## config.mk

```make
export PLATFORM = sky130hd
export DESIGN_NAME = fifo784_reader_flat
export DESIGN_NICKNAME = d
export VERILOG_FILES = /design/src/rtl/fifo784_reader_if.sv /design/src/rtl/fifo784_reader.sv /design/src/flat_wrapper.sv
export SDC_FILE = /design/constraint.sdc
export NUM_CORES = 1
export LEC_CHECK = 0
export ABC_AREA = 1
export ABC_CLOCK_PERIOD_IN_PS = 5140
export BUFFER_PORTS_ARGS = -buffer_cell sky130_fd_sc_hd__buf_2
export CORE_MARGIN = 5
export CORE_UTILIZATION = 40
export CTS_BUF_LIST = sky130_fd_sc_hd__clkbuf_4 sky130_fd_sc_hd__clkbuf_8
export DETAILED_ROUTE_END_ITERATION = 10
export HOLD_SLACK_MARGIN = 0.05
export SETUP_SLACK_MARGIN = 0.02
export SLEW_MARGIN = 5
export SYNTH_ARGS = -nofsm -noshare
export SYNTH_HDL_FRONTEND = slang
export SYNTH_SLANG_ARGS = --single-unit
```

## constraint.sdc

```tcl
create_clock -name rclk -period 5.14 [get_ports rclk]
set_input_delay 0.514 -clock rclk [delete_from_list [all_inputs] [get_ports rclk]]
set_output_delay 0.514 -clock rclk [all_outputs]
set_load 0.02 [all_outputs]
```

## src/rtl/fifo784_reader_if.sv

```systemverilog
// Output stream of the FIFO drain engine: valid/ready word with frame/row markers and indices.
interface fifo784_reader_if #(
    parameter int unsigned W  = 32,
    parameter int unsigned RW = 5
);
    logic [W-1:0]  m_data;
    logic          m_valid;
    logic          m_ready;
    logic          m_sof;
    logic          m_eol;
    logic          m_eof;
    logic [RW-1:0] m_row;
    logic [RW-1:0] m_col;

    modport master (
        output m_data, m_valid, m_sof, m_eol, m_eof, m_row, m_col,
        input  m_ready
    );

    modport slave (
        input  m_data, m_valid, m_sof, m_eol, m_eof, m_row, m_col,
        output m_ready
    );
endinterface

```

## src/rtl/fifo784_reader.sv

```systemverilog
// Drains ROWS*COLS words per frame from the async FIFO read port into a small skid buffer and streams them out.
// Optional RD_STALL_STAT_EN adds stall_cnt/starve_cnt statistics ports.
module fifo784_reader #(
    parameter int unsigned W    = 32,
    parameter int unsigned ROWS = 28,
    parameter int unsigned COLS = 28,
    parameter int unsigned RL   = 1,
    parameter int unsigned RW   = 5
) (
    input  logic             rclk,
    input  logic             rrst,
    input  logic             start,
    input  logic             abort,
    input  logic [W-1:0]     fifo_dout,
    input  logic             fifo_rempty,
    output logic             fifo_re,
    fifo784_reader_if.master m,
    output logic             busy,
    output logic             done
`ifdef RD_STALL_STAT_EN
    ,
    output logic [15:0]      stall_cnt,
    output logic [15:0]      starve_cnt
`endif
);

    localparam int unsigned N   = ROWS * COLS;
    localparam int unsigned CW  = $clog2(N + 1);
    localparam int unsigned SD  = RL + 1;
    localparam int unsigned PW  = $clog2(SD);
    localparam int unsigned OW  = $clog2(SD + 1);
    localparam int unsigned IW  = $clog2(RL + 1);
    localparam int unsigned CRW = $clog2(2 * SD + 1);

    typedef enum logic [2:0] {
        S_IDLE  = 3'd0,
        S_RUN   = 3'd1,
        S_FLUSH = 3'd2,
        S_DONE  = 3'd3,
        S_ABORT = 3'd4
    } state_t;

    state_t        state;
    state_t        state_nx;
    logic [RL-1:0] vpipe;
    logic [IW-1:0] inflight;
    logic [CW-1:0] iss_cnt;
    logic [CW-1:0] out_cnt;
    logic [RW-1:0] row;
    logic [RW-1:0] col;
    logic [W-1:0]  mem [SD];
    logic [PW-1:0] wr_ptr;
    logic [PW-1:0] rd_ptr;
    logic [OW-1:0] occ;
    logic          out_valid;
    logic          pop;
    logic          push;
    logic          cancel;
    logic          start_go;
    logic          credit_ok;
    logic          last_beat;

    function automatic logic [PW-1:0] ptr_inc(input logic [PW-1:0] p);
        return (p == PW'(SD - 1)) ? '0 : p + PW'(1);
    endfunction

    // Reads still travelling through the FIFO RAM pipeline
    always_comb begin
        inflight = '0;
        for (int i = 0; i < int'(RL); i++) begin
            inflight = inflight + IW'(vpipe[i]);
        end
    end

    // Handshake, credit and read-issue decode
    always_comb begin
        out_valid = (occ != '0);
        pop       = out_valid && m.m_ready;
        cancel    = abort && ((state == S_RUN) || (state == S_FLUSH));
        start_go  = (state == S_IDLE) && start && !abort;
        credit_ok = (CRW'(inflight) + CRW'(occ) - CRW'(pop)) < CRW'(SD);
        fifo_re   = (state == S_RUN) && !abort && !fifo_rempty && credit_ok
                    && (iss_cnt < CW'(N));
        push      = vpipe[RL-1] && (state != S_ABORT) && !cancel;
        last_beat = pop && (out_cnt == CW'(N - 1));
    end

    always_ff @(posedge rclk) begin
        if (rrst) state <= S_IDLE;
        else      state <= state_nx;
    end

    always_comb begin
        state_nx = state;
        case (state)
            S_IDLE:  if (start_go) state_nx = S_RUN;
            S_RUN: begin
                if (cancel)                                       state_nx = S_ABORT;
                else if (fifo_re && (iss_cnt == CW'(N - 1)))      state_nx = S_FLUSH;
            end
            S_FLUSH: begin
                if (cancel)         state_nx = S_ABORT;
                else if (last_beat) state_nx = S_DONE;
            end
            S_DONE:  state_nx = S_IDLE;
            S_ABORT: if (inflight == '0) state_nx = S_IDLE;
            default: state_nx = S_IDLE;
        endcase
    end

    // Markers are qualified by valid so they read 0 whenever the buffer is empty
    always_comb begin
        busy      = (state != S_IDLE);
        done      = (state == S_DONE);
        m.m_valid = out_valid;
        m.m_data  = mem[rd_ptr];
        m.m_row   = row;
        m.m_col   = col;
        m.m_sof   = out_valid && (row == '0) && (col == '0);
        m.m_eol   = out_valid && (col == RW'(COLS - 1));
        m.m_eof   = out_valid && (row == RW'(ROWS - 1)) && (col == RW'(COLS - 1));
    end

    always_ff @(posedge rclk) begin
        if (rrst) begin
            vpipe <= '0;
        end else begin
            vpipe[0] <= fifo_re;
            for (int i = 1; i < int'(RL); i++) begin
                vpipe[i] <= vpipe[i-1];
            end
        end
    end

    // Issue/beat counters and row/column indices
    always_ff @(posedge rclk) begin
        if (rrst || start_go || cancel) begin
            iss_cnt <= '0;
            out_cnt <= '0;
            row     <= '0;
            col     <= '0;
        end else begin
            if (fifo_re && (iss_cnt != CW'(N))) iss_cnt <= iss_cnt + CW'(1);
            if (pop && (out_cnt != CW'(N))) begin
                out_cnt <= out_cnt + CW'(1);
                if (col == RW'(COLS - 1)) begin
                    col <= '0;
                    row <= (row == RW'(ROWS - 1)) ? '0 : row + RW'(1);
                end else begin
                    col <= col + RW'(1);
                end
            end
        end
    end

    always_ff @(posedge rclk) begin
        if (rrst || cancel) begin
            wr_ptr <= '0;
            rd_ptr <= '0;
            occ    <= '0;
        end else begin
            if (push) wr_ptr <= ptr_inc(wr_ptr);
            if (pop)  rd_ptr <= ptr_inc(rd_ptr);
            occ <= occ + OW'(push) - OW'(pop);
        end
    end

    always_ff @(posedge rclk) begin
        if (push) mem[wr_ptr] <= fifo_dout;
    end

`ifdef RD_STALL_STAT_EN
    always_ff @(posedge rclk) begin
        if (rrst || start_go) begin
            stall_cnt  <= '0;
            starve_cnt <= '0;
        end else begin
            if (out_valid && !m.m_ready && (stall_cnt != 16'hFFFF))
                stall_cnt <= stall_cnt + 16'd1;
            if ((state == S_RUN) && fifo_rempty && credit_ok && (starve_cnt != 16'hFFFF))
                starve_cnt <= starve_cnt + 16'd1;
        end
    end
`endif

endmodule

```

## src/flat_wrapper.sv

```systemverilog
// flat-port wrapper written by rule: the top's interface ports become plain ports
module fifo784_reader_flat 
#(
    parameter int unsigned W    = 32,
    parameter int unsigned ROWS = 28,
    parameter int unsigned COLS = 28,
    parameter int unsigned RL   = 1,
    parameter int unsigned RW   = 5
)
  (rclk, rrst, start, abort, fifo_dout, fifo_rempty, fifo_re, busy, done, m_m_data, m_m_valid, m_m_sof, m_m_eol, m_m_eof, m_m_row, m_m_col, m_m_ready);
  fifo784_reader_if #(.W(W), .RW(RW)) m_i ();
  input  logic rclk;
  input  logic rrst;
  input  logic start;
  input  logic abort;
  input  logic [W-1:0] fifo_dout;
  input  logic fifo_rempty;
  output logic fifo_re;
  output logic busy;
  output logic done;
  output wire logic [$bits(m_i.m_data)-1:0] m_m_data;
  output wire logic [$bits(m_i.m_valid)-1:0] m_m_valid;
  output wire logic [$bits(m_i.m_sof)-1:0] m_m_sof;
  output wire logic [$bits(m_i.m_eol)-1:0] m_m_eol;
  output wire logic [$bits(m_i.m_eof)-1:0] m_m_eof;
  output wire logic [$bits(m_i.m_row)-1:0] m_m_row;
  output wire logic [$bits(m_i.m_col)-1:0] m_m_col;
  input wire logic [$bits(m_i.m_ready)-1:0] m_m_ready;
  assign m_m_data = m_i.m_data;
  assign m_m_valid = m_i.m_valid;
  assign m_m_sof = m_i.m_sof;
  assign m_m_eol = m_i.m_eol;
  assign m_m_eof = m_i.m_eof;
  assign m_m_row = m_i.m_row;
  assign m_m_col = m_i.m_col;
  assign m_i.m_ready = m_m_ready;
  fifo784_reader #(.W(W), .ROWS(ROWS), .COLS(COLS), .RL(RL), .RW(RW)) u_core (.rclk(rclk), .rrst(rrst), .start(start), .abort(abort), .fifo_dout(fifo_dout), .fifo_rempty(fifo_rempty), .fifo_re(fifo_re), .m(m_i), .busy(busy), .done(done));
endmodule
```

==> results of run 1 <==
[layout make-up]
cell class | count | area share
Clock buffer | 10 | 0.0238
Clock inverter | 6 | 0.0120
Timing Repair Buffer | 89 | 0.0822
Sequential cell | 103 | 0.490
Tap cell | 143 | 0.0325
Multi-Input combinational cell | 295 | 0.323
Inverter | 51 | 0.0356
[placed cells by master (no fill, tap or decap)]
cell        n
a21oi_1    11
a21oi_2    21
and2_4      1
buf_2      86
buf_4       3
bufinv_16   1
clkbuf_4    1
clkbuf_8    9
clkinv_2    2
dfxtp_1    39
edfxtp_1   64
fa_1        1
ha_1        9
inv_1      47
inv_2       2
inv_4       2
inv_6       3
mux2_1      3
mux2_2     29
nand2_1    98
nand2_2     8
nand2_4     2
nand2_8     1
nand3_1    27
nand3_2     2
nand3b_1    2
nand4_1     6
nor2_1     45
nor2_2      1
nor2_4      1
nor3_1      4
nor4_1      1
o21ai_0     7
or2_2       2
xnor2_1     2
xor2_1     11
[kinds of logic (layout without fill, tap and decap cells)]
group                    Yosys count  count (layout)  share of synthesized area
AND/OR/NAND/NOR                  201             201                      0.189
XOR/XNOR                          13              13                     0.0239
AO/OA/AOI/OAI                     39              39                     0.0574
buffers and inverters             62             156                     0.0601
multiplexers                      32              32                     0.0755
flip-flops                       103             103                      0.567
adder cells (fa/ha/maj)           10              10                     0.0278
[metal layers]
| layer | up-vias | share of wire |
|---|---|---|
| met4 | 0 | 0.016 |
| met1 | 1570 | 0.44 |
| met2 | 68 | 0.48 |
| li1 | 1702 | - |
| met3 | 11 | 0.057 |
| met5 | - | 0 |
[power by group through the flow]
stage / registers (W) / logic (W) / clock network, W
after global placement: 0.000934 / 0.000277 / 0
final: 0.000917 / 0.000277 / 0.000514
after floorplan: 0.000933 / 0.000213 / 0
after CTS: 0.000917 / 0.000284 / 0.000536
after detailed placement: 0.000936 / 0.000281 / 0
after global routing: 0.000921 / 0.000313 / 0.000567
[worst paths after layout]
kind | from | end | slack (ns)
max | u_core.occ[1] | fifo_re | 1.95
min reg2reg | u_core.wr_ptr | u_core.wr_ptr | 0.47
min | fifo_dout[26] | u_core.mem[0][26] | 0.32
max reg2reg | u_core.occ[1] | u_core.iss_cnt[0] | 2.77
[critical path: cells and delay by family (launching register included)]
family	cells	cell delay, ns
buf+inv	3	0.31
compound gates	1	0.13
flops	1	0.41
fa+ha+maj	1	0.50
simple gates	7	0.93
[through the flow]
stage	util	instance area (um^2)	setup slack [ns]	power (W)	std cells
6_report	0.477	5510	1.95	0.00171	697
5_1_grt	0.477	5510	1.72	0.00180	697
4_1_cts	0.477	5510	1.90	0.00174	697
3_5_place_dp	0.459	5310	2.31	0.00122	681
3_3_place_gp	0.459	5310	2.38	0.00121	681
2_1_floorplan	-	4770	2.40	0.00115	460
[registers in the layout, indices dropped and copies added, names as in the netlist, named ones only]
signal,cells
u_core.state,3
u_core.iss_cnt,10
u_core.occ,2
u_core.rd_ptr,1
u_core.wr_ptr,1
u_core.out_cnt,10
u_core.mem,64
u_core.m.m_row,5
u_core.m.m_col,5
u_core.vpipe,1
==> summary.txt, run 1 <==
Run status
  • Status: completed

Global routing
  • First-pass GRT wire length: between 15000 and 20000 um
  • Initial antenna violation count: 0
  • Total GRT Usage: 0.138
  • Met1 Usage GRT: 0.169
  • Global route total overflow: 0
  • Number of global-route vias before repair: approximately 3300
  • Largest net degree at the start of global routing: 33
  • Met2 usage: 0.233
  • Most used routing layer: met2
  • Met3 GRT Util: 0.0322

Place
  • Hpwl dp: just under 7000 um
  • Port Buffers: 86
  • Gpl congestion: about 0.79

Timing
  • Clock Skew: 0.00927 ns
  • Setup TNS Final: 0 ns
  • Final hold slack: around 0.32 ns
  • Top achievable clock speed: 314 MHz
  • Final worst path period share: 0.620
  • Unrepaired setup endpoints after global routing: false
  • Max Slew Vio Count: 0
  • Final setup vio count: 0
  • Fin. Hold Viols: 0
  • Slew headroom: 0.620
  • Final worst path period need: 3.19 ns
  • Worst Tran Pin Value: approximately 0.57 ns

CTS
  • Post-CTS Setup Inserts: 0
  • CTS Buffer Depth: 2
  • Quantity of gates resized following cts: 0
  • Hold buffer count at cts: 0
  • CTS tree: built
  • Htree depth: 3
  • Clock Latency Late Sink: between 0.3 and 0.4 ns
  • Root buffer cell: clkbuf_8
  • CTS buffer count: 9
  • CTS sink count: a little over 100
  • Register clock-pin slew on the reported worst setup and hold paths: 0.10 ns

Setup path
  • Req. time, crit path: 4.63 ns
  • CP Max Fanout: 13
  • CP Launch Type: flop
  • R2R cell count: 13
  • Crit-path cells: inv_1, nand2_2, nand2_2, nor2_1, o21ai_0, fa_1, nand2_1, nor2_1, and2_4, nand2_8, inv_1, buf_2
  • Crit end category: output port
  • Max stage delay on crit path: 0.50 ns
  • Slowest CP cell: fa_1
  • Kind of critical path: flop to output port
  • Crit path DAT: around 2.7 ns

Detailed routing
  • Drt initial violations: about 180
  • Vias: 3351
  • DRT Wirelength: around 9500 um
  • Vias per inst: 4.81
  • # DRC: 0
  • DRT Pass-1 Iters: 4
  • Avg WL per Cell: around 14 um
  • Antenna-violating nets left: 0

Cells and area
  • Fraction of layout cells with a size suffix above 1: 0.319
  • Filler cells: 1075
  • FF/Latch Area: around 2700 um^2
  • Footprint of the multi-input gates: between 1500 and 2000 um^2
  • Area delta synth->final: 15.6%
  • Nets: between 500 and 600
  • Ant diodes: 0

Pwr
  • Power share of the sequential group: 0.537
  • Switching fraction of total power: 0.284
  • Combinational share of power: 0.162
  • Sw power: just under 0.0005 W
  • Cell area power density: around 310 nW/um^2
  • Leakage: roughly 2.1 nW
  • P_int: about 0.0012 W
  • Max VDD drop: 121 uV
  • Clk pwr share: 0.301

Yosys
  • Post-synthesis cell type count: 33
  • Synth top area share: 0.403
  • Synth Register Bits: between 100 and 150
  • Mean Syn Cell Area: 10.4 um^2
  • Post-synthesis sequential area ratio: 0.567
  • Synth cell count leaders: nand2_1 (98), edfxtp_1 (64), inv_1 (47), nor2_1 (46), dfxtp_1 (39)
  • Top FF cell, synth: edfxtp_1
  • Net Count, Synth: around 510
  • Synth area leader: edfxtp_1
  • Area contributors post-synth: edfxtp_1 (40%), dfxtp_1 (16%), nand2_1 (7.7%)
  • Most numerous cell in the Yosys netlist: nand2_1
  • Syn Inst Count: 460
  • Synthesized cell area: around 4800 um^2
  • Synth warn: 0
  • Async set-reset flop share out of synthesis: 0
  • Post-synth EDFFs: 64

Floorplan
  • Ports: 87
  • Die width: ~120 um
  • # rows: 39
  • Core ar.: 11600 um^2
  • Die ar.: about 14000 um^2
  • Initial core utilization: 0.412
  • Die extent in y: around 120 um

Run
  • Max-Cap Viols: 0

Worst hold path
  • Hold path cells: 1
  • Worst min path class: input pin to flop
Power figures use the tool's default switching activity.
==> run 2: changes to the inputs <==
- ABC_CLOCK_PERIOD_IN_PS: 5140 -> 2750
- clock period: 5.14 -> 2.75 ns (I/O delays scaled with it)
==> run 2 against run 1 <==
Design area grew 1.5%. Critical path depth grew 1. Clock skew grew 0.0027 ns. Via count grew 1.1%. Core utilization grew 0.69 points. Total power grew 89%. Non-clock buffer count grew 7. Wire length grew 0.21%. Cell count grew 1.0%. Die area is the same.
==> summary.txt, run 2 (same netlist as run 1, synthesis figures left out) <==
Run status
  • Status: completed

Timing
  • Final hold slack: ~0.081 ns
  • Final worst path period share: 0.918
  • Slew headroom: 0.586
  • Final worst slack: ~0.23 ns
  • Final worst path period need: 2.52 ns
  • Max Slew Vio Count: 0
  • Top achievable clock speed: between 300 and 400 MHz
  • Final setup vio count: 0
  • Fin. Hold Viols: 0
  • Clock Skew: 0.0120 ns
  • Worst Tran Pin Value: between 0.6 and 0.7 ns
  • Setup TNS Final: 0 ns
  • Unrepaired setup endpoints after global routing: false

Global routing
  • First-pass GRT wire length: roughly 16000 um
  • Total GRT Usage: 0.139
  • Global route total overflow: 0
  • Number of global-route vias before repair: roughly 3300
  • Largest net degree at the start of global routing: 33
  • Initial antenna violation count: 0

Pwr
  • Leakage: roughly 2.2 nW
  • P_int: about 0.0023 W
  • Overall power: 0.00323 W
  • Sw power: 0.000918 W
  • Cell area power density: ~580 nW/um^2
  • Max VDD drop: ~210 uV
  • Combinational share of power: 0.165
  • Power share of the sequential group: 0.530
  • Clk pwr share: 0.304
  • Switching fraction of total power: 0.284

Setup path
  • Crit path buffers/inverters: 4
  • R2R cell count: 13
  • CP Launch Type: flop
  • Crit-path cells: inv_1, nand2_2, nand2_4, inv_2, nor2_1, o21ai_1, fa_1, nand2_1, nor2_2, and2_4, nand2_8, inv_1, buf_4
  • Crit end category: output port
  • Crit path DAT: 2.25 ns
  • CP most frequent cell: inv_1
  • CP delay by family, top: simple AND/OR/NAND/NOR gates
  • Kind of critical path: flop to output port
  • Req. time, crit path: 2.48 ns
  • CP Max Fanout: 5
  • Critical Path Stages: 13
  • Slowest CP cell: fa_1
  • Max stage delay on crit path: 0.49 ns

Floorplan
  • Die width: approximately 120 um
  • # rows: 39
  • Initial core utilization: 0.412
  • Die extent in y: around 120 um
  • Die ar.: 14200 um^2
  • Ports: 87
  • Core ar.: around 12000 um^2

Detailed routing
  • DRT Pass-1 Iters: 4
  • Vias per inst: a little under 5
  • DRT Wirelength: 9570 um
  • Drt initial violations: 154
  • Avg WL per Cell: 13.6 um
  • Vias: about 3400
  • Antenna-violating nets left: 0
  • # DRC: 0

CTS
  • Root buffer cell: clkbuf_8
  • CTS Buffer Depth: 2
  • Register clock-pin slew on the reported worst setup and hold paths: about 0.1 ns
  • Clock Latency Late Sink: between 0.3 and 0.4 ns
  • CTS sink count: around 100
  • CTS buffer count: 9
  • CTS tree: built
  • Htree depth: 3
  • Hold buffer count at cts: 0

Place
  • Pre-CTS setup slack: 0.263 ns
  • Port Buffers: 86
  • Hpwl dp: between 6000 and 7000 um
  • Dpl cell area: ~5300 um^2
  • Gpl congestion: between 0.8 and 0.9

Cells and area
  • Ant diodes: 0
  • Footprint of the multi-input gates: about 1800 um^2
  • Top reg by flops: u_core.mem
  • Most common cell after layout, fill and taps aside: nand2_1
  • Filler cells: 1049
  • FF/Latch Area: ~2700 um^2
  • Area delta synth->final: 17.2%
  • Fraction of layout cells with a size suffix above 1: 0.332
  • Nets: a little over 600
  • Max reg flops: 64
  • Leading cell types in the layout, fill and taps excluded: nand2_1 (98), buf_2 (85), edfxtp_1 (64)
  • Fin area: about 5600 um^2
  • Top Registers: u_core.mem (64), u_core.iss_cnt (10), u_core.out_cnt (10)

Run
  • Max-Cap Viols: 0

Worst hold path
  • Worst min path class: input pin to flop
  • Hold path cells: 1
[run 2: changes by cell type in the layout (fill, tap and decap cells not counted), sizes merged]
cell    before  now
inv         54   52
clkinv       2    4
buf         89   96
[run 2: routing by layer]
layer	part of all wire	vias to the layer above	routed length [um]	track usage
met5	0	-	0	0
met4	0.018	0	175	0.0565
met3	0.060	14	574	0.0318
met2	0.47	85	4490	0.228
met1	0.45	1571	4320	0.176
li1	-	1718	-	-
[run 2: timing repair]
action / CTS / global route
gates cloned: 0 / 0
gates resized for setup: 2 / 5
buffers inserted: 2 / 5
setup endpoints to repair: 1 / 1
pin swaps: 0 / 3
[run 2: worst register-to-register path, delay by kind of cell (launching register included)]
| family | cells | cell delay (ns) |
|---|---|---|
| and+or+nand+nor | 7 | 0.71 |
| adders and majority gates | 1 | 0.49 |
| DFF | 1 | 0.32 |
| buffers and inverters | 3 | 0.30 |
| AOI/OAI and AO/OA | 2 | 0.21 |
[run 2: power groups by stage]
| stage | sequential (W) | clock, W | combinational (W) |
|---|---|---|---|
| floorplan | 0.00174 | 0 | 0.000397 |
| global placement | 0.00175 | 0 | 0.000519 |
| detailed placement | 0.00175 | 0 | 0.000525 |
| CTS | 0.00171 | 0.00101 | 0.000531 |
| global route | 0.00172 | 0.00107 | 0.000597 |
| finish | 0.00171 | 0.000983 | 0.000535 |
[run 2: final timing paths]
| kind | startpoint | end | slack [ns] |
|---|---|---|---|
| max | u_core.occ[0] | fifo_re | 0.23 |
| min | fifo_dout[7] | u_core.mem[0][7] | 0.08 |
| max reg2reg | u_core.occ[0] | u_core.iss_cnt[9] | 0.65 |
| min reg2reg | u_core.iss_cnt[9] | u_core.iss_cnt[9] | 0.47 |
[run 2: final cells by class]
cell class                      count  share of cell area
Timing Repair Buffer               96              0.0908
Sequential cell                   103               0.484
Clock inverter                      6              0.0123
Multi-Input combinational cell    295               0.322
Tap cell                          143              0.0320
Clock buffer                       10              0.0246
Inverter                           51              0.0351
[run 2: through the flow]
stage / cells / utilization
2_1_floorplan: 460 / -
3_3_place_gp: 681 / 0.459
3_5_place_dp: 681 / 0.459
4_1_cts: 699 / 0.479
5_1_grt: 704 / 0.484
6_report: 704 / 0.484
